## src/rtl/rsa.sv

```systemverilog
// RSA key generation (n, e, d) followed by an encrypt/decrypt round trip of m.
// Define RSA_CONST_TIME_EN for exponent-independent exponentiation timing.
module rsa #(
  parameter int WIDTH = 8
) (
  input  logic             clk,
  input  logic             rst_n,
  input  logic [WIDTH-1:0] p,
  input  logic [WIDTH-1:0] q,
  input  logic [WIDTH-1:0] m,
  input  logic             KeyGenStart,
  output logic [WIDTH-1:0] m_decrypted,
  output logic             finish
);
  localparam int W2 = 2 * WIDTH;
  localparam int TW = W2 + 2;
  localparam int CW = $clog2(W2 + 1);
  localparam int IW = $clog2(W2);

  localparam logic [2:0] S_IDLE = 3'd0;
  localparam logic [2:0] S_MODN = 3'd1;
  localparam logic [2:0] S_PHI  = 3'd2;
  localparam logic [2:0] S_ESEL = 3'd3;
  localparam logic [2:0] S_INV  = 3'd4;
  localparam logic [2:0] S_ENC  = 3'd5;
  localparam logic [2:0] S_DEC  = 3'd6;
  localparam logic [2:0] S_DONE = 3'd7;

  localparam logic [CW-1:0] CNT_MUL = CW'(WIDTH - 1);
  localparam logic [CW-1:0] CNT_DIV = CW'(W2 - 1);
  localparam logic [CW-1:0] CNT_MM  = CW'(W2);

  // KeyGenStart is a level request: sampled only in IDLE, and while it stays
  // high in DONE the result is held; dropping it returns the block to IDLE.
  logic [2:0]           state;
  logic [WIDTH-1:0]     p_r, q_r, m_r;
  logic [W2-1:0]        n_r, phi_r, e_r, d_r, c_r;
  logic [W2-1:0]        r1, div_q, div_rem;
  logic signed [TW-1:0] t0, t1;
  logic [W2-1:0]        mx, my, mr, acc;
  logic [IW-1:0]        idx;
  logic                 op;
  logic                 busy;
  logic [CW-1:0]        cnt;

  // Shift-add multiplier step (MODN / PHI)
  logic [W2-1:0] mul_nx;
  assign mul_nx = my[0] ? mr + mx : mr;

  // Restoring divider step: numerator shifts out of div_q, divisor is r1
  logic [W2:0]   div_shift;
  logic          div_ge;
  logic [W2-1:0] rem_nx, quot_nx;
  assign div_shift = {div_rem, div_q[W2-1]};
  assign div_ge    = div_shift >= {1'b0, r1};
  assign rem_nx    = div_ge ? W2'(div_shift - {1'b0, r1}) : div_shift[W2-1:0];
  assign quot_nx   = {div_q[W2-2:0], div_ge};

  // Extended Euclid coefficient update; magnitudes stay below phi so TW bits suffice
  logic signed [TW-1:0] t_nx;
  logic [W2-1:0]        d_fix;
  assign t_nx  = t0 - $signed({2'b00, quot_nx}) * t1;
  assign d_fix = W2'(t1 + $signed({2'b00, phi_r}));

  // Interleaved modular multiply step: r = 2r mod n, then + x mod n if y bit set
  logic [W2:0]   dbl, sum;
  logic [W2-1:0] dbl_red, mm_nx;
  assign dbl     = {mr, 1'b0};
  assign dbl_red = (dbl >= {1'b0, n_r}) ? W2'(dbl - {1'b0, n_r}) : dbl[W2-1:0];
  assign sum     = {1'b0, dbl_red} + (my[W2-1] ? {1'b0, mx} : {(W2+1){1'b0}});
  assign mm_nx   = (sum >= {1'b0, n_r}) ? W2'(sum - {1'b0, n_r}) : sum[W2-1:0];

  logic [W2-1:0] exp_val, base_val;
  logic          exp_bit;
  assign exp_val  = (state == S_DEC) ? d_r : e_r;
  assign base_val = (state == S_DEC) ? c_r : {{WIDTH{1'b0}}, m_r};
  assign exp_bit  = exp_val[idx];

`ifndef RSA_CONST_TIME_EN
  function automatic logic [IW-1:0] msb_idx(input logic [W2-1:0] v);
    logic [IW-1:0] r;
    r = '0;
    for (int i = 0; i < W2; i++) begin
      if (v[i]) r = i[IW-1:0];
    end
    return r;
  endfunction
`endif

  // Decide what follows a finished modular multiply
  logic [W2-1:0] exp_acc_nx;
  logic          exp_op_nx, exp_last;
  always_comb begin
    exp_acc_nx = mm_nx;
    exp_op_nx  = 1'b0;
    exp_last   = 1'b0;
`ifdef RSA_CONST_TIME_EN
    if (!op) begin
      exp_op_nx = 1'b1;
    end else begin
      if (!exp_bit) exp_acc_nx = acc;
      exp_last = (idx == '0);
    end
`else
    if (!op && exp_bit) exp_op_nx = 1'b1;
    else                exp_last  = (idx == '0);
`endif
  end

  logic invalid;
  assign invalid = (p_r < WIDTH'(2)) || (q_r < WIDTH'(2)) || (p_r == q_r) ||
                   ({{WIDTH{1'b0}}, m_r} >= n_r);

  always_ff @(posedge clk or negedge rst_n) begin
    if (!rst_n) begin
      state <= S_IDLE;
      p_r <= '0; q_r <= '0; m_r <= '0;
      n_r <= '0; phi_r <= '0; e_r <= '0; d_r <= '0; c_r <= '0;
      r1 <= '0; div_q <= '0; div_rem <= '0;
      t0 <= '0; t1 <= '0;
      mx <= '0; my <= '0; mr <= '0; acc <= '0;
      idx <= '0; op <= 1'b0; busy <= 1'b0; cnt <= '0;
      m_decrypted <= '0;
      finish <= 1'b0;
    end else begin
      case (state)
        S_IDLE: begin
          if (KeyGenStart) begin
            p_r   <= p;
            q_r   <= q;
            m_r   <= m;
            mx    <= {{WIDTH{1'b0}}, p};
            my    <= {{WIDTH{1'b0}}, q};
            mr    <= '0;
            cnt   <= '0;
            busy  <= 1'b0;
            state <= S_MODN;
          end
        end
        S_MODN, S_PHI: begin
          mr  <= mul_nx;
          mx  <= mx << 1;
          my  <= my >> 1;
          cnt <= cnt + 1'b1;
          if (cnt == CNT_MUL) begin
            cnt <= '0;
            mr  <= '0;
            if (state == S_MODN) begin
              n_r   <= mul_nx;
              mx    <= {{WIDTH{1'b0}}, p_r - WIDTH'(1)};
              my    <= {{WIDTH{1'b0}}, q_r - WIDTH'(1)};
              state <= S_PHI;
            end else if (invalid) begin
              m_decrypted <= '0;
              finish      <= 1'b1;
              state       <= S_DONE;
            end else begin
              phi_r <= mul_nx;
              e_r   <= W2'(3);
              busy  <= 1'b0;
              state <= S_ESEL;
            end
          end
        end
        S_ESEL: begin
          if (!busy) begin
            if (e_r >= phi_r) begin
              m_decrypted <= '0;
              finish      <= 1'b1;
              state       <= S_DONE;
            end else begin
              r1      <= e_r;
              div_q   <= phi_r;
              div_rem <= '0;
              cnt     <= '0;
              busy    <= 1'b1;
            end
          end else begin
            div_q   <= quot_nx;
            div_rem <= rem_nx;
            cnt     <= cnt + 1'b1;
            if (cnt == CNT_DIV) begin
              cnt     <= '0;
              div_rem <= '0;
              if (rem_nx == '0) begin
                // gcd is the last non-zero remainder
                if (r1 == W2'(1)) begin
                  r1    <= e_r;
                  div_q <= phi_r;
                  t0    <= '0;
                  t1    <= TW'(1);
                  state <= S_INV;
                end else begin
                  e_r  <= e_r + W2'(2);
                  busy <= 1'b0;
                end
              end else begin
                div_q <= r1;
                r1    <= rem_nx;
              end
            end
          end
        end
        S_INV: begin
          div_q   <= quot_nx;
          div_rem <= rem_nx;
          cnt     <= cnt + 1'b1;
          if (cnt == CNT_DIV) begin
            cnt     <= '0;
            div_rem <= '0;
            if (rem_nx == '0) begin
              d_r   <= t1[TW-1] ? d_fix : t1[W2-1:0];
              busy  <= 1'b0;
              state <= S_ENC;
            end else begin
              div_q <= r1;
              r1    <= rem_nx;
              t0    <= t1;
              t1    <= t_nx;
            end
          end
        end
        S_ENC, S_DEC: begin
          if (!busy) begin
            acc  <= W2'(1);
            cnt  <= '0;
            busy <= 1'b1;
`ifdef RSA_CONST_TIME_EN
            idx  <= IW'(W2 - 1);
            op   <= 1'b0;
`else
            // first significant bit: 1*base, the square of 1 is skipped
            idx  <= msb_idx(exp_val);
            op   <= 1'b1;
`endif
          end else if (cnt == '0) begin
            mx  <= op ? base_val : acc;
            my  <= acc;
            mr  <= '0;
            cnt <= CW'(1);
          end else begin
            mr  <= mm_nx;
            my  <= my << 1;
            cnt <= cnt + 1'b1;
            if (cnt == CNT_MM) begin
              cnt <= '0;
              acc <= exp_acc_nx;
              op  <= exp_op_nx;
              if (exp_last) begin
                busy <= 1'b0;
                if (state == S_ENC) begin
                  c_r   <= exp_acc_nx;
                  state <= S_DEC;
                end else begin
                  m_decrypted <= exp_acc_nx[WIDTH-1:0];
                  finish      <= 1'b1;
                  state       <= S_DONE;
                end
              end else if (!exp_op_nx) begin
                idx <= idx - 1'b1;
              end
            end
          end
        end
        S_DONE: begin
          if (!KeyGenStart) begin
            finish <= 1'b0;
            state  <= S_IDLE;
          end
        end
        default: state <= S_IDLE;
      endcase
    end
  end
endmodule

```

## config.mk

```make
export PLATFORM = sky130hd
export DESIGN_NAME = rsa
export DESIGN_NICKNAME = d
export VERILOG_FILES = /design/src/rtl/rsa.sv
export SDC_FILE = /design/constraint.sdc
export NUM_CORES = 1
export LEC_CHECK = 0
export BUFFER_PORTS_ARGS = -buffer_cell sky130_fd_sc_hd__buf_2
export CAP_MARGIN = 20
export CORE_MARGIN = 5
export CORE_UTILIZATION = 35
export DETAILED_ROUTE_END_ITERATION = 7
export SLEW_MARGIN = 0
export SYNTH_ARGS = -nofsm -noshare
export SYNTH_HDL_FRONTEND = slang
export SYNTH_SLANG_ARGS = --single-unit
```

## constraint.sdc

```tcl
create_clock -name clk -period 17.3 [get_ports clk]
set_input_delay 0.865 -clock clk [delete_from_list [all_inputs] [get_ports clk]]
set_output_delay 0.865 -clock clk [all_outputs]
set_load 0.02 [all_outputs]
```

**After elaboration in Yosys (flattened, before gate mapping)**

Index checks and enable logic that the tools add are counted.

- Input bits: 27
- Register bits after elaboration: 275
- Logic and storage cells: 291

- Multipliers: 1
- Equality and inequality tests: 44
- Muxes and demuxes: 164
- Bitwise operators: 3
- Add/subtract/negate cells: 12
- Order comparisons: 8
- Reductions and logical operators: 35

Operators by type and width:

| kind | number |
|---|---|
| $mux W16 | 48 |
| $mux W18 | 12 |
| $pmux W16 S3 | 3 |
| $pmux W16 S2 | 4 |
| $mux W8 | 10 |
| $mux W4 | 19 |
| $pmux W18 S2 | 2 |
| $ge A17 B16 Y1 | 3 |
| $ne A2 B2 Y1 const B | 25 |
| $mux W3 | 16 |
| $sub A16 B16 Y16 | 3 |
| $mux W5 | 8 |
| $mux W1 | 34 |
| $add A16 B16 Y16 | 2 |
| $mux W15 | 2 |
| $pmux W5 S5 | 1 |
| $pmux W8 S3 | 1 |
| $mul A17 B18 Y18 | 1 |
| $pmux W3 S6 | 1 |
| $sub A18 B18 Y18 | 1 |
| $add A16 B16 Y17 | 1 |
| $add A16 B2 Y16 const B | 1 |
| $eq A16 B1 Y1 const B | 1 |
| $ge A16 B16 Y1 | 1 |
| other kinds (42) | 67 |

**Logic depth before layout (Yosys ltp)**

- Depth after elaboration: 18
- Gate-level depth with buffers: 34
- Mapped depth without buffers: 32

**Worst setup path before layout**

OpenSTA, ideal clock, no wires.

- Path kind: reg-to-reg
- From: register div_rem[3]
- To: register t1[17]
- Cell stages (with the launch flop): 29
- Arrival: 7.740 ns
- Path slack: 9.474 ns
- Data required time: 17.213 ns
- Path through: dfrtp_1 -> ha_1 -> nand4_1 -> or3_1 -> o21ai_0 -> inv_1 -> o21ai_0 -> clkbuf_1 -> clkbuf_1 -> buf_1 -> nand2_1 -> fa_1 -> inv_1 -> fa_1 -> fa_1 -> fa_1 -> fa_1 -> fa_1 -> inv_1 -> ha_1 -> and2_1 -> a31o_2 -> a31oi_1 -> a21oi_1 -> a211o_1 -> a21oi_1 -> xor2_1 -> or4_1 -> o211ai_1

- Longest elaborated chain between the ends: 6

RTL lines:

| what | RTL line | source |
|---|---|---|
| start, declared | 38 | `logic [W2-1:0] r1, div_q, div_rem;` |
| start signal, assigned | 180 | `div_rem <= rem_nx;` |
| start signal, assigned | 206 | `div_rem <= rem_nx;` |
| $ge A17 B16 Y1 | 55 | `assign div_ge = div_shift >= {1'b0, r1};` |
| $mul A17 B18 Y18 | 62 | `assign t_nx = t0 - $signed({2'b00, quot_nx}) * t1;` |
| $sub A18 B18 Y18 | 62 |  |
| $mux W18 | 211 | `if (rem_nx == '0) begin` |
| $mux W18 | 208 | `if (cnt == CNT_DIV) begin` |
| $pmux W18 S2 | 126 | `case (state)` |
| end signal, assigned | 219 | `t1 <= t_nx;` |
| end, declared | 39 | `logic signed [TW-1:0] t0, t1;` |

Parallel ways exist; a longest one is shown, timed or not. The select of a mux whose other input is x is not followed.
A chain may end at the register's enable or synchronous reset.

**Worst setup path in the final report**

- From: register n_r[1]
- To: register mr[0]

- Longest elaborated chain between the ends: 8

RTL lines:

| what | RTL line | source |
|---|---|---|
| start, declared | 37 | `logic [W2-1:0] n_r, phi_r, e_r, d_r, c_r;` |
| start signal, assigned | 149 | `n_r <= mul_nx;` |
| $ge A17 B16 Y1 or $sub A16 B16 Y16 (tied branches) | 69 | `assign dbl_red = (dbl >= {1'b0, n_r}) ? W2'(dbl - {1'b0, n_r}) : dbl[W2-1:0];` |
| $mux W16 | 69 |  |
| $add A16 B16 Y17 | 70 | `assign sum = {1'b0, dbl_red} + (my[W2-1] ? {1'b0, mx} : {(W2+1){1'b0}});` |
| $sub A16 B16 Y16 or $ge A17 B16 Y1 (tied branches) | 71 | `assign mm_nx = (sum >= {1'b0, n_r}) ? W2'(sum - {1'b0, n_r}) : sum[W2-1:0];` |
| $mux W16 * | 71 |  |
| $mux W16 * | 236 | `end else if (cnt == '0) begin` |
| $mux W16 * | 224 | `if (!busy) begin` |
| $pmux W16 S3 * | 126 |  |
| end signal, assigned | 141 | `mr <= mul_nx;` |
| end signal, assigned | 242 | `mr <= mm_nx;` |
| end, declared | 40 | `logic [W2-1:0] mx, my, mr, acc;` |

Every way passes the cells marked *; elsewhere a longest branch is shown, timed or not. The select of a mux whose other input is x is not followed.

==> qor.txt <==
outcome -> finished clean
Die Y -> 274 µm
clk_skew -> 0.0384 ns
share of post-route cells with drive strength above 1 -> 0.0749
met2 wire len -> 32500 µm
initial antenna violation count -> 0
Final Critical Period -> 8.07 ns
Setup TNS -> 0 ns
Synth Net Count -> 3175
Met1 Wirelength -> 33500 µm
PwrDens -> 196 nW/µm²
GPL Wtd Cong -> 0.917
Fillers -> 7162
worst setup path class -> flip-flop to flip-flop
critical path's largest stage delay -> 0.52 ns
Max Used Layer -> met4
total global routing overflow -> 0
Post-synth EDFFs -> 0
CTS sink cnt -> 275
Post-DRT Antenna Nets -> 0
die width -> 274 µm
Routed met3 length -> 4260 µm
setup ws final -> 9.23 ns
final hold vios -> 0
worst-path fanout max -> 21
Via Count -> 20400
DRT Pass-1 Iters -> 5
count leader, synth -> nand2_1
RSZ-0062 raised after global routing -> no
leading area contributor after synthesis -> dfrtp_1
CTS tree -> built
worst min-delay path category -> input port to async pin
register area share after synthesis -> 0.281
row count -> 97
I/O pins -> 36
worst path arrival time -> 8.50 ns
Yosys warnings -> 0
vias in the first global route -> 19800
I/O Buffers -> 35
ys async rst share -> 1.00
P&R area growth vs syn -> 9.47%
Core Region -> 69700 µm²
DRC viols -> 0
Synth top area share -> 0.281
hpwl dp -> 54200 µm
total chip power -> 5.24 mW
Num CTS Buffers -> 36
dpl ws -> 9.34 ns
CP endpoint kind -> flip-flop
fin. max-slew vios -> 0
largest net degree at the start of global routing -> 84
slew margin rel. -> 0.330
WP data required -> 17.73 ns
library cells used by synthesis -> 82
Leak -> 11.9 nW
#FFs+latches synth -> 275
Tot GR Track Use -> 0.191
slowest stage cell, crit path -> nand2_1
Post-Syn Instances -> 2825
WL final -> 72100 µm
Worst-Skew Late Latency -> 0.57 ns
MaxCap Viol Count -> 0
worst vdd ir -> 0.000179 V
final setup vio count -> 0
Synth Flop Type -> dfrtp_1
root buffer cell -> clkbuf_16
most used cell, CP -> o21ai_0
top cells by area, synth -> dfrtp_1, fa_1, ha_1, nand2_1, o21ai_0
buffer count from post-CTS setup fixing -> 0
nature of the critical path startpoint -> flip-flop
Worst Tran Pin Value -> 1.00 ns
Vias per Instance -> 5.42
CTS H-tree depth -> 2
top cells by count, synth -> nand2_1, dfrtp_1, inv_1
clock tree buffer depth -> 3
first-pass GRT wire length -> 115000 µm
clk slew on worst S/H paths -> 0.06 ns
initial core utilization -> 0.351
CTS Hold Bufs -> 0
DRT iter0 DRCs -> 1594
period utilisation layout -> 0.466
synthesized area -> 24500 µm²
Post-Syn Area per Cell -> 8.66 µm²
Avg WL per Cell -> 19.2 µm
Resized Gates After CTS -> 0
nets -> 3140
DIE AREA -> 75200 µm²
f_max -> 124 MHz
cell type report:
class / instances / area [µm²] / share of cell area
multi-input combinational: 2156 / 16100 / 0.602
sequential: 275 / 6880 / 0.257
tap: 940 / 1180 / 0.0439
clock buffer: 52 / 1030 / 0.0386
inverter: 246 / 923 / 0.0345
timing repair buffer: 75 / 493 / 0.0184
clock inverter: 13 / 141 / 0.00528
antenna: 2 / 5.00 / 0.000187
cell usage in the layout (no fill, tap or decap), types with 38 or more instances in the layout:
cell type  count
a21oi_1      132
a22oi_1       38
a31oi_1       38
and2_1        57
buf_4         39
dfrtp_1      275
fa_1         131
ha_1         192
inv_1        246
mux2i_1       66
nand2_1      387
nand3_1       48
nor2_1       212
nor3_1        54
o21ai_0      193
xnor2_1       97
xor2_1        49
power breakdown:
part	switching, mW	leakage, nW	total (mW)	internal, mW
clock network	0.315	0.566	0.763	0.448
registers	0.296	3.59	1.11	0.810
logic	2.05	7.74	3.37	1.31
sequential cells by signal (all words and copies together), names as in the netlist, 3 cells and up:
name / flops
acc: 16
c_r: 16
cnt: 5
d_r: 16
div_q: 16
div_rem: 16
e_r: 16
idx: 4
m_decrypted: 8
m_r: 8
mr: 16
mx: 16
my: 16
n_r: 16
p_r: 8
phi_r: 16
q_r: 8
r1: 16
state: 3
t0: 18
t1: 18
metal layers:
layer	global-route usage	vias to the layer above
met4	0.0489	0
met2	0.302	550
met1	0.276	9960
met3	0.0289	101
li1	-	9756
met5	0	-
through the flow:
stage / utilization / cell area, µm² / instances / hold slack, ns
2_1_floorplan: - / 24500 / 2825 / 0.440
3_3_place_gp: 0.367 / 25600 / 3691 / 0.462
3_5_place_dp: 0.367 / 25600 / 3691 / 0.469
4_1_cts: 0.384 / 26700 / 3756 / 0.291
5_1_grt: 0.384 / 26800 / 3757 / 0.324
6_report: 0.384 / 26800 / 3759 / 0.285
critical path, delay by kind of cell (launching register included):
| family | cells | cell delay (ns) |
|---|---|---|
| xor+xnor | 1 | 0.19 |
| simple gates | 10 | 1.67 |
| compound gates | 16 | 3.75 |
| fa+ha+maj | 3 | 0.92 |
| buf+inv | 2 | 0.56 |
| mux | 1 | 0.43 |
| flops | 1 | 0.37 |
path summary, 6_finish.rpt:
kind,start,to,slack [ns],depth (start not counted)
worst min-delay path,rst_n,mr[0]$_DFFE_PN0P_,0.28,1
max in group asynchronous,rst_n,div_q[9]$_DFFE_PN0P_,14.76,3
worst max-delay path,n_r[1]$_DFFE_PN0P_,mr[0]$_DFFE_PN0P_,9.23,33
worst min register to register,c_r[9]$_DFFE_PN0P_,c_r[9]$_DFFE_PN0P_,0.48,2
worst max register to register,n_r[1]$_DFFE_PN0P_,mr[0]$_DFFE_PN0P_,9.23,33
min in group clk,c_r[9]$_DFFE_PN0P_,c_r[9]$_DFFE_PN0P_,0.48,2
cells by family (layout without fill, tap and decap cells):
| family | count (synthesis) | count (layout) | share of synthesized area |
|---|---|---|---|
| simple gates | 903 | 903 | 0.166 |
| mux | 115 | 115 | 0.0545 |
| buf+inv | 394 | 386 | 0.0619 |
| other cells | 0 | 2 | 0 |
| compound gates | 669 | 669 | 0.178 |
| xor+xnor | 146 | 146 | 0.0523 |
| fa+ha+maj | 323 | 323 | 0.206 |
| flops | 275 | 275 | 0.281 |
Note: power is estimated with default switching activity, not from simulation.
